===== config.mk =====
export PLATFORM = sky130hd
export DESIGN_NAME = bb_bus_arbiter
export DESIGN_NICKNAME = d
export VERILOG_FILES = /design/src/rtl/bb_bus_arbiter.sv
export SDC_FILE = /design/constraint.sdc
export NUM_CORES = 1
export LEC_CHECK = 0
export ABC_AREA = 1
export CAP_MARGIN = 20
export CORE_AREA = 2 2 39 41
export CTS_CLUSTER_DIAMETER = 150
export DETAILED_ROUTE_END_ITERATION = 6
export DIE_AREA = 0 0 41 43
export HOLD_SLACK_MARGIN = 0.08
export PLACE_DENSITY_LB_ADDON = 0.1
export SLEW_MARGIN = 15
export SYNTH_ARGS = -nofsm -noshare
export SYNTH_HDL_FRONTEND = slang
export SYNTH_SLANG_ARGS = --single-unit
export TNS_END_PERCENT = 20

===== constraint.sdc =====
create_clock -name clk_i -period 2.7 [get_ports clk_i]
set_input_delay 0.54 -clock clk_i [delete_from_list [all_inputs] [get_ports clk_i]]
set_output_delay 0.54 -clock clk_i [all_outputs]
set_load 0.02 [all_outputs]

===== src/rtl/bb_bus_arbiter.sv =====
// Round-robin Blackbone bus arbiter with registered one-hot grant and bus_hold parking.
// Optional tenure limit enabled by defining BB_ARB_BURST_LIMIT_EN.
module bb_bus_arbiter #(
    parameter  int unsigned MASTERS   = 2,
    parameter  int unsigned MAX_BURST = 16,
    localparam int unsigned IDX_W     = (MASTERS > 1) ? $clog2(MASTERS) : 1
) (
    input  logic               clk_i,
    input  logic               rst_ni,
    input  logic [MASTERS-1:0] req_i,
    output logic [MASTERS-1:0] grant_o,
    output logic [IDX_W-1:0]   grant_idx_o,
    output logic               grant_vld_o,
    input  logic               bus_hold_i,
    output logic               bus_hold_ack_o
);

    typedef enum logic [1:0] {
        IDLE  = 2'd0,
        GRANT = 2'd1,
        HOLD  = 2'd2
    } state_e;

    state_e             state_q, state_d;
    logic [IDX_W-1:0]   owner_q, owner_d;
    logic [IDX_W-1:0]   last_q, last_d;
    logic [MASTERS-1:0] owner_oh;
    logic [MASTERS-1:0] others;
    logic [MASTERS-1:0] grant_d;
    logic               grant_vld_d;
    logic               hold_ack_d;
    logic               new_grant;
    logic               revoke;

    assign owner_oh    = MASTERS'(1) << owner_q;
    assign others      = req_i & ~owner_oh;
    assign grant_idx_o = owner_q;

    // First requester after 'last', wrapping; only meaningful when req is non-zero.
    function automatic logic [IDX_W-1:0] rr_pick(input logic [MASTERS-1:0] req,
                                                 input logic [IDX_W-1:0]   last);
        logic [IDX_W-1:0] pick;
        logic [IDX_W-1:0] cand;
        logic             found;
        int unsigned      idx;
        pick  = last;
        found = 1'b0;
        for (int unsigned i = 1; i <= MASTERS; i++) begin
            idx = 32'(last) + i;
            if (idx >= MASTERS) idx = idx - MASTERS;
            cand = IDX_W'(idx);
            if (!found && req[cand]) begin
                pick  = cand;
                found = 1'b1;
            end
        end
        return pick;
    endfunction

`ifdef BB_ARB_BURST_LIMIT_EN
    localparam int unsigned      CNT_W   = $clog2(MAX_BURST + 1);
    localparam logic [CNT_W-1:0] CNT_MAX = CNT_W'(MAX_BURST);

    logic [CNT_W-1:0] tenure_q;

    // Tenure counter: restarts at 1 on every new grant, saturates at the limit.
    always_ff @(posedge clk_i or negedge rst_ni) begin
        if (!rst_ni) begin
            tenure_q <= '0;
        end else if (new_grant) begin
            tenure_q <= CNT_W'(1);
        end else if (state_q == GRANT && tenure_q != CNT_MAX) begin
            tenure_q <= tenure_q + CNT_W'(1);
        end
    end

    assign revoke = (state_q == GRANT) && (tenure_q == CNT_MAX) && ((|others) || bus_hold_i);
`else
    logic unused_max_burst;
    assign unused_max_burst = (MAX_BURST == 0);
    assign revoke           = 1'b0;
`endif

    // Next state: hold parks the bus, release hands over on the same edge.
    always_comb begin
        state_d   = state_q;
        owner_d   = owner_q;
        last_d    = last_q;
        new_grant = 1'b0;
        case (state_q)
            IDLE: begin
                if (bus_hold_i) begin
                    state_d = HOLD;
                end else if (|req_i) begin
                    state_d   = GRANT;
                    owner_d   = rr_pick(req_i, last_q);
                    new_grant = 1'b1;
                end
            end
            GRANT: begin
                if (!req_i[owner_q] || revoke) begin
                    last_d = owner_q;
                    if (bus_hold_i) begin
                        state_d = HOLD;
                    end else if (|others) begin
                        owner_d   = rr_pick(others, owner_q);
                        new_grant = 1'b1;
                    end else begin
                        state_d = IDLE;
                    end
                end
            end
            HOLD: begin
                if (!bus_hold_i) state_d = IDLE;
            end
            default: state_d = IDLE;
        endcase
    end

    // Output values for the cycle after the edge, derived from the next state.
    always_comb begin
        grant_d     = '0;
        grant_vld_d = 1'b0;
        hold_ack_d  = 1'b0;
        if (state_d == GRANT) begin
            grant_d     = MASTERS'(1) << owner_d;
            grant_vld_d = 1'b1;
        end
        if (state_d == HOLD) hold_ack_d = 1'b1;
    end

    always_ff @(posedge clk_i or negedge rst_ni) begin
        if (!rst_ni) begin
            state_q        <= IDLE;
            owner_q        <= '0;
            last_q         <= IDX_W'(MASTERS - 1);
            grant_o        <= '0;
            grant_vld_o    <= 1'b0;
            bus_hold_ack_o <= 1'b0;
        end else begin
            state_q        <= state_d;
            owner_q        <= owner_d;
            last_q         <= last_d;
            grant_o        <= grant_d;
            grant_vld_o    <= grant_vld_d;
            bus_hold_ack_o <= hold_ack_d;
        end
    end

endmodule


Word-level counts from Yosys, hierarchy flattened
Index checks and enable logic that the tools add are counted.
{"block": "classes", "n_addsub": 8, "n_lt_le_gt_ge": 9, "eq_ne": 4, "shifts": 2, "muxes": 57, "bitwise_logic": 3, "n_reduce_logical": 8}
{"cell": "1-bit 2-to-1 mux", "count": 48}
{"cell": "2-bit 2-to-1 mux", "count": 7}
{"cell": "1-bit by 2-bit less-than comparator with 1-bit output (second input constant)", "count": 5}
{"cell": "1-bit by 2-bit adder with 3-bit output (second input constant)", "count": 2}
{"cell": "3-bit by 2-bit >= comparator with 1-bit output (second input constant)", "count": 2}
{"cell": "2-bit case mux with 3 select lines", "count": 1}
{"cell": "1-bit by 1-bit adder with 2-bit output (second input constant)", "count": 2}
{"cell": "2-bit by 1-bit equality test with 1-bit output (second input constant)", "count": 2}
{"cell": "2-bit equality test (second input constant)", "count": 2}
{"cell": "2-bit >= comparator (second input constant)", "count": 2}
{"cell": "2-bit OR reduction", "count": 2}
{"cell": "1-bit by 1-bit left shift with 2-bit output (first input constant)", "count": 2}
{"cell": "1-bit subtractor (second input constant)", "count": 4}
{"cell": "2-bit AND", "count": 1}
{"cell": "1-bit logical AND", "count": 2}
{"cell": "1-bit logical NOT", "count": 2}
{"cell": "2-bit logical NOT", "count": 1}
{"cell": "2-bit NOT", "count": 1}
{"cell": "1-bit case mux with 2 select lines", "count": 1}
{"cell": "2-bit AND reduction", "count": 1}
{"cell": "1-bit NOT", "count": 1}
{"block": "totals", "ff_bits": 8, "in_bits": 5}

Longest topological paths before layout
Gate-level depths: netlist of run 1.
{"block": "logic_depth", "depth_word": 24, "depth_mapped": 7}

Worst setup path after synthesis of run 1
No wires, ideal clock.
{"block": "synth_path", "kind": "input -> register", "start": "in bus_hold_i", "end": "reg grant_o[1]", "arrival_time_ns": 0.972, "required_ns": 2.631, "setup_slack_ns": 1.660, "cell_stages": 7, "path_buffers": 0, "path_cell_list": "inv_1 nand2_1 nor2_1 nand2_1 nand2_1 inv_1 nor2_2"}
{"block": "synth_between", "elab_chain_cells": 5, "word_cells_on_any_way": 12, "cone_classes": "eq/ne: 1; shift: 1; mux: 10"}
{"item": "start, declared", "line": "14", "source": "input logic bus_hold_i,"}
{"item": "1-bit 2-to-1 mux", "line": "103", "source": "if (bus_hold_i) begin"}
{"item": "1-bit 2-to-1 mux", "line": "101", "source": "if (!req_i[owner_q] || revoke) begin"}
{"item": "1-bit case mux with 2 select lines *", "line": "90", "source": "case (state_q)"}
{"item": "net owner_d", "line": "25", "source": "logic [IDX_W-1:0] owner_q, owner_d;"}
{"item": "1-bit by 1-bit left shift with 2-bit output *", "line": "126", "source": "grant_d = MASTERS'(1) << owner_d;"}
{"item": "2-bit 2-to-1 mux *", "line": "125", "source": "if (state_d == GRANT) begin"}
{"item": "net grant_d[1]", "line": "29", "source": "logic [MASTERS-1:0] grant_d;"}
{"item": "end signal, assigned", "line": "144", "source": "grant_o <= grant_d;"}
{"item": "end, declared", "line": "11", "source": "output logic [MASTERS-1:0] grant_o,"}
Mark *: on every way through the listed nets, which the timed path passes. The rest lies on a longest branch.
A chain may end at the register's enable or synchronous reset.

Final worst setup path of run 1
{"block": "layout_path", "start": "reg owner_q, in the netlist grant_idx_o", "end": "out grant_idx_o"}
{"item": "start, declared", "line": "25"}
{"item": "start signal, assigned", "line": "142", "source": "owner_q <= owner_d;"}
{"item": "end, declared", "line": "12", "source": "output logic [IDX_W-1:0] grant_idx_o,"}
No word-level cell between the ends.

==> results.ini, run 1 <==
[cts]
post_cts_buffers = 0
cts_max_level = 1
clk_pin_slew_ns = 0.05
cts-buffers-inserted = 3
cts_tree = yes
cts_sinks = 8
ctsLongestPathBuffers = 2
clkLatencyLatePin_ns = 0.25
clockRootBuffer = clkbuf_4
ctsResizeCount = 0
ctsHoldBuffers = 0

[yosys]
async_flop_share_pct = 100.0
syn_nets = 49
yosys_warnings = 0
netlist_top_cells_count = nand2_1, dfrtp_1, inv_1, nor2_1
ys_seq_elements = 8
ys.flop_type = dfrtp_1
yosys-top-cells-area = dfrtp_1, nand2_1, dfstp_2
yosys.area.top_type_share_pct = 48.78
synth_top_area_cell = dfrtp_1
seq_area_frac_synth_pct = 56.10
synth_edf_count = 0
synthCells = 44
syn_area_um2 = 359.1
syn_avg_cell_area_um2 = 8.161
yosysUniqueCellTypes = 12
yosysMostFrequentCell = nand2_1

[power_and_ir_drop]
design_power_total_uw = 356.4
p_int_uw = 246.4
cellPowerDensity_nw_per_um2 = 719.4
peakVddDrop_uv = 247.5
p_sw_share_pct = 30.88
pwr-share-comb_pct = 27.9
pwr-share-seq_pct = 45.4
power.share.clock_pct = 26.7
switching_power_uw = 110.1
leakage_uw = 0.0002527

[grt]
overflow = 0
grt_max_degree = 9
grt_pass1_vias = 279
grtUsageTotal_pct = 9.156
antenna_found_initial = 0
grt_pass1_wl_mm = 1.041

[critical_path]
crit_chain = clkdlybuf4s50_1
crit_start = grant_idx_o
r2r_end = grant_o[0]
worst-path-buf-inv = 1
slowest_stage = clkdlybuf4s50_1
cpLargestDelayFamily = buffers and inverters
crit_path_max_fanout = 5
cp.required_ns = 2.16
reg2regPathDepth = 7
cp.arrival_ns = 1.28
start_kind = flip-flop
reg2reg_setup_slack_ns = 1.69
crit_path_end_kind = primary output
rr_startpoint = grant_idx_o
slowest_delay_ns = 0.63
critPathKind = reg2out

[die]
io_pins = 10
rows = 14
start_util_pct = 25.95
die_area_um2 = 1763
dieHeight_um = 43
dieWidth_um = 41
fp.coreArea_um2 = 1384

[detailed_routing]
vias = 289
drt_pre_antenna_iters = 2
wl_per_cell_um = 9.014
drtIter0Drc = 4
drc = 0
drt-total-wl_um = 658
viasPerCell = 3.959
antenna_left = 0

[hold_path]
holdCritStartpoint = last_q
holdPathStages = 2
worstHoldEndpoint = last_q
hold_class = reg2reg

[cells_and_area]
area_growth_pct = 37.98
multi_input_area_um2 = 123.9
register_area_um2 = 201.4
drive_gt1_share_pct = 19.30
diodes = 0
nets = 63
filler_cell_count = 155
final_cells = 73

[timing]
rsz0062_at_grt = false
tightest_slew_ns = 0.3642
period_needed_ns = 1.818
fmax_ghz = 0.5501
maxSlewHeadroom_pct = 75.64
hold_violations = 0
fin_skew_ns = 0.006725
drv_slew = 0
setup_viol = 0
finalCritPeriodShare_pct = 67.33
setup_tns_ns = 0

[placement]
gp_congestion = 0.6117
placed_cells = 69
dp_hpwl_um = 519.2
port_buffers = 9

[run]
max_cap_viol_count = 0

[status]
outcome = completed

[layout by cell type (no fill, tap or decap)]
master,count
a21oi_1,1
clkbuf_1,1
clkbuf_4,3
clkdlybuf4s50_1,9
dfrtp_1,7
dfstp_2,1
inv_1,7
inv_2,2
nand2_1,11
nand2_2,2
nand3_1,1
nor2_1,7
nor2_2,2
nor2_4,1
o21ai_0,2
[cells by family (layout without fill, tap and decap cells)]
| group | count (synthesis) | after routing | synth area share, % |
|---|---|---|---|
| simple gates | 24 | 24 | 30.31 |
| buf+inv | 9 | 22 | 9.410 |
| flops | 8 | 8 | 56.10 |
| compound gates | 3 | 3 | 4.180 |
[power by group through the flow]
stage	logic, uW	clock network [uW]	registers [uW]
floorplan	45.5	0	176
global placement	102	0	165
detailed placement	102	0	165
CTS	102	101	163
global route	112	106	167
finish	99.4	95.1	162
[stage by stage]
stage	util (%)	hold WS [ns]	cell area [um^2]	setup WS, ns
after floorplan	-	0.2444	359.1	1.660
after global placement	33.91	0.4810	469.2	1.025
after detailed placement	33.91	0.4822	469.2	1.039
after CTS	35.80	0.4896	495.5	0.8509
after global routing	35.80	0.5306	495.5	0.8252
final	35.80	0.4833	495.5	0.8820
[worst register-to-register path: cells and delay by family, from the launching register on]
family	cells	cell delay, ns
simple gates	6	0.45
flops	1	0.42
buf+inv	1	0.07
[how the worst max path moves through the flow]
stage | endpoint | cells after the start
floorplan | grant_o[1] | 7
global placement | grant_o[0] | 7
detailed placement | grant_o[0] | 7
CTS | grant_idx_o | 1
global route | grant_idx_o | 1
finish | grant_idx_o | 1
[cell type report]
class	instances	area share (%)
flip-flops and latches	8	40.66
multi-input cells	27	25.00
repair buffers	9	18.18
inverters	9	6.818
clock buffers	4	5.303
well taps	16	4.040
[routing by layer]
layer  track usage [%]  share of wire, %  up-vias
li1                  -                 -      153
met1             11.41                43      130
met2             12.81                51        4
met3             3.141               4.7        2
met4             6.000              0.76        0
met5                 0                 0        -
[flip-flops by register name, indices dropped and copies added (netlist names)]
name	cells
grant_o	2
state_q	2
bus_hold_ack_o	1
grant_idx_o	1
grant_vld_o	1
last_q	1
No activity file was read; power rests on OpenSTA's default activity.
==> run 2, diff against run 1 <==
==> constraint.sdc (replaced) <==
create_clock -name clk_i -period 1.7 [get_ports clk_i]
set_input_delay 0.34 -clock clk_i [delete_from_list [all_inputs] [get_ports clk_i]]
set_output_delay 0.34 -clock clk_i [all_outputs]
set_load 0.02 [all_outputs]
==> run 2 against run 1 <==
Against the previous run: sequential power increased by 59%; critical path type unchanged; core utilization unchanged; die area unchanged.
==> results.ini, run 2 (same netlist as run 1, synthesis figures left out) <==
[power_and_ir_drop]
p_sw_share_pct = 31.59
leakage_uw = 0.0002527
p_int_uw = 391.5
power.share.clock_pct = 27.5
peakVddDrop_uv = 498.4
design_power_total_uw = 572.2
switching_power_uw = 180.8
cellPowerDensity_nw_per_um2 = 1155
pwr-share-seq_pct = 44.9
pwr-share-comb_pct = 27.6

[die]
rows = 14
dieHeight_um = 43
io_pins = 10
start_util_pct = 25.95
dieWidth_um = 41
die_area_um2 = 1763
fp.coreArea_um2 = 1384

[grt]
grt_pass1_vias = 311
overflow = 0
grt_max_degree = 9
grtUsageTotal_pct = 10.14
antenna_found_initial = 0
grt_pass1_wl_mm = 1.145

[critical_path]
crit_path_end_kind = primary output
cpLargestDelayFamily = buffers and inverters
cp.arrival_ns = 1.29
crit_path_max_fanout = 5
r2r_end = grant_o[1]
worst-path-buf-inv = 1
slowest_delay_ns = 0.63
cp.required_ns = 1.36
critPathKind = reg2out
slowest_stage = clkdlybuf4s50_1
reg2reg_setup_slack_ns = 0.69
start_kind = flip-flop
reg2regPathDepth = 7
crit_chain = clkdlybuf4s50_1
rr_startpoint = grant_idx_o

[timing]
setup_tns_ns = 0
period_needed_ns = 1.628
tightest_slew_ns = 0.3574
setup_viol = 0
hold_violations = 0
finalCritPeriodShare_pct = 95.78
fmax_ghz = 0.6141
maxSlewHeadroom_pct = 76.10
fin_skew_ns = 0.006788
drv_slew = 0
rsz0062_at_grt = false
fin_ws_ns = 0.07167

[cts]
clockRootBuffer = clkbuf_4
cts-buffers-inserted = 3
cts_tree = yes
ctsResizeCount = 0
post_cts_buffers = 0
cts_sinks = 8
cts_max_level = 1
ctsLongestPathBuffers = 2
ctsHoldBuffers = 0
clkLatencyLatePin_ns = 0.25
clk_pin_slew_ns = 0.06

[cells_and_area]
mostFrequentLayoutCells = nand2_1, clkdlybuf4s50_1, nor2_1, inv_1, dfrtp_1
reg_top3 = grant_o: 2 flops, state_q: 2 flops
nets = 63
layout_commonest_cell = nand2_1
stdcell_area_um2 = 495.5
area_growth_pct = 37.98
drive_gt1_share_pct = 19.30
diodes = 0
filler_cell_count = 172

[detailed_routing]
viasPerCell = 4.000
vias = 292
drt-total-wl_um = 670
wl_per_cell_um = 9.178
drc = 0
drt_pre_antenna_iters = 2
antenna_left = 0
drtIter0Drc = 5

[run]
max_cap_viol_count = 0

[status]
outcome = completed

[placement]
dp_hpwl_um = 504.1
gp_congestion = 0.6316
placed_area_um2 = 469.2
dp_slack_ns = 0.2557
port_buffers = 9

[hold_path]
hold_class = in2async

## run 2: cell counts in the layout (fill, tap and decap cells not counted)
No cell type changed its count.
## run 2: worst max-delay path by stage
stage | slack (ns) | depth (start not counted) | to | from
2_1_floorplan | 0.69 | 6 | grant_o[1] | grant_idx_o
3_3_place_gp | 0.24 | 7 | grant_o[0] | req_i[1]
3_5_place_dp | 0.26 | 7 | grant_o[0] | req_i[1]
4_1_cts | 0.05 | 1 | grant_idx_o | grant_idx_o
5_1_grt | 0.02 | 1 | grant_idx_o | grant_idx_o
6_report | 0.07 | 1 | grant_idx_o | grant_idx_o
## run 2: final cells by class
type / count / area [um^2] / area share (%)
clock buffers: 4 / 26.28 / 5.303
repair buffers: 9 / 90.09 / 18.18
flip-flops and latches: 8 / 201.4 / 40.66
inverters: 9 / 33.78 / 6.818
multi-input cells: 27 / 123.9 / 25.00
well taps: 16 / 20.02 / 4.040
## run 2: metrics by stage
stage / utilization [%] / hold WS, ns / instances
final: 35.80 / 0.3573 / 73
after global routing: 35.80 / 0.3777 / 73
after CTS: 35.80 / 0.3685 / 73
after detailed placement: 33.91 / 0.4692 / 69
after global placement: 33.91 / 0.4704 / 69
after floorplan: - / 0.04441 / 44
## run 2: routing by layer
layer	wire length, um	up-vias	GRT usage (%)
met1	309	134	13.29
li1	-	152	-
met5	0	-	0
met3	30	2	1.571
met2	324	4	13.13
met4	5	0	10.00
## run 2: power groups by stage
stage | logic (uW) | clock network [uW] | registers, uW
3_3_place_gp | 161 | 0 | 262
3_5_place_dp | 161 | 0 | 262
5_1_grt | 178 | 172 | 263
4_1_cts | 162 | 165 | 259
2_1_floorplan | 72.3 | 0 | 280
6_report | 158 | 157 | 257
==> run 3, diff against run 2 <==
--- a/config.mk
+++ b/config.mk
@@ -17,4 +17,3 @@
 export SYNTH_ARGS = -nofsm -noshare
 export SYNTH_HDL_FRONTEND = slang
 export SYNTH_SLANG_ARGS = --single-unit
-export TNS_END_PERCENT = 20
==> results of run 3 <==
Same layout as run 2: the final DEF is identical, and so are final timing and power.
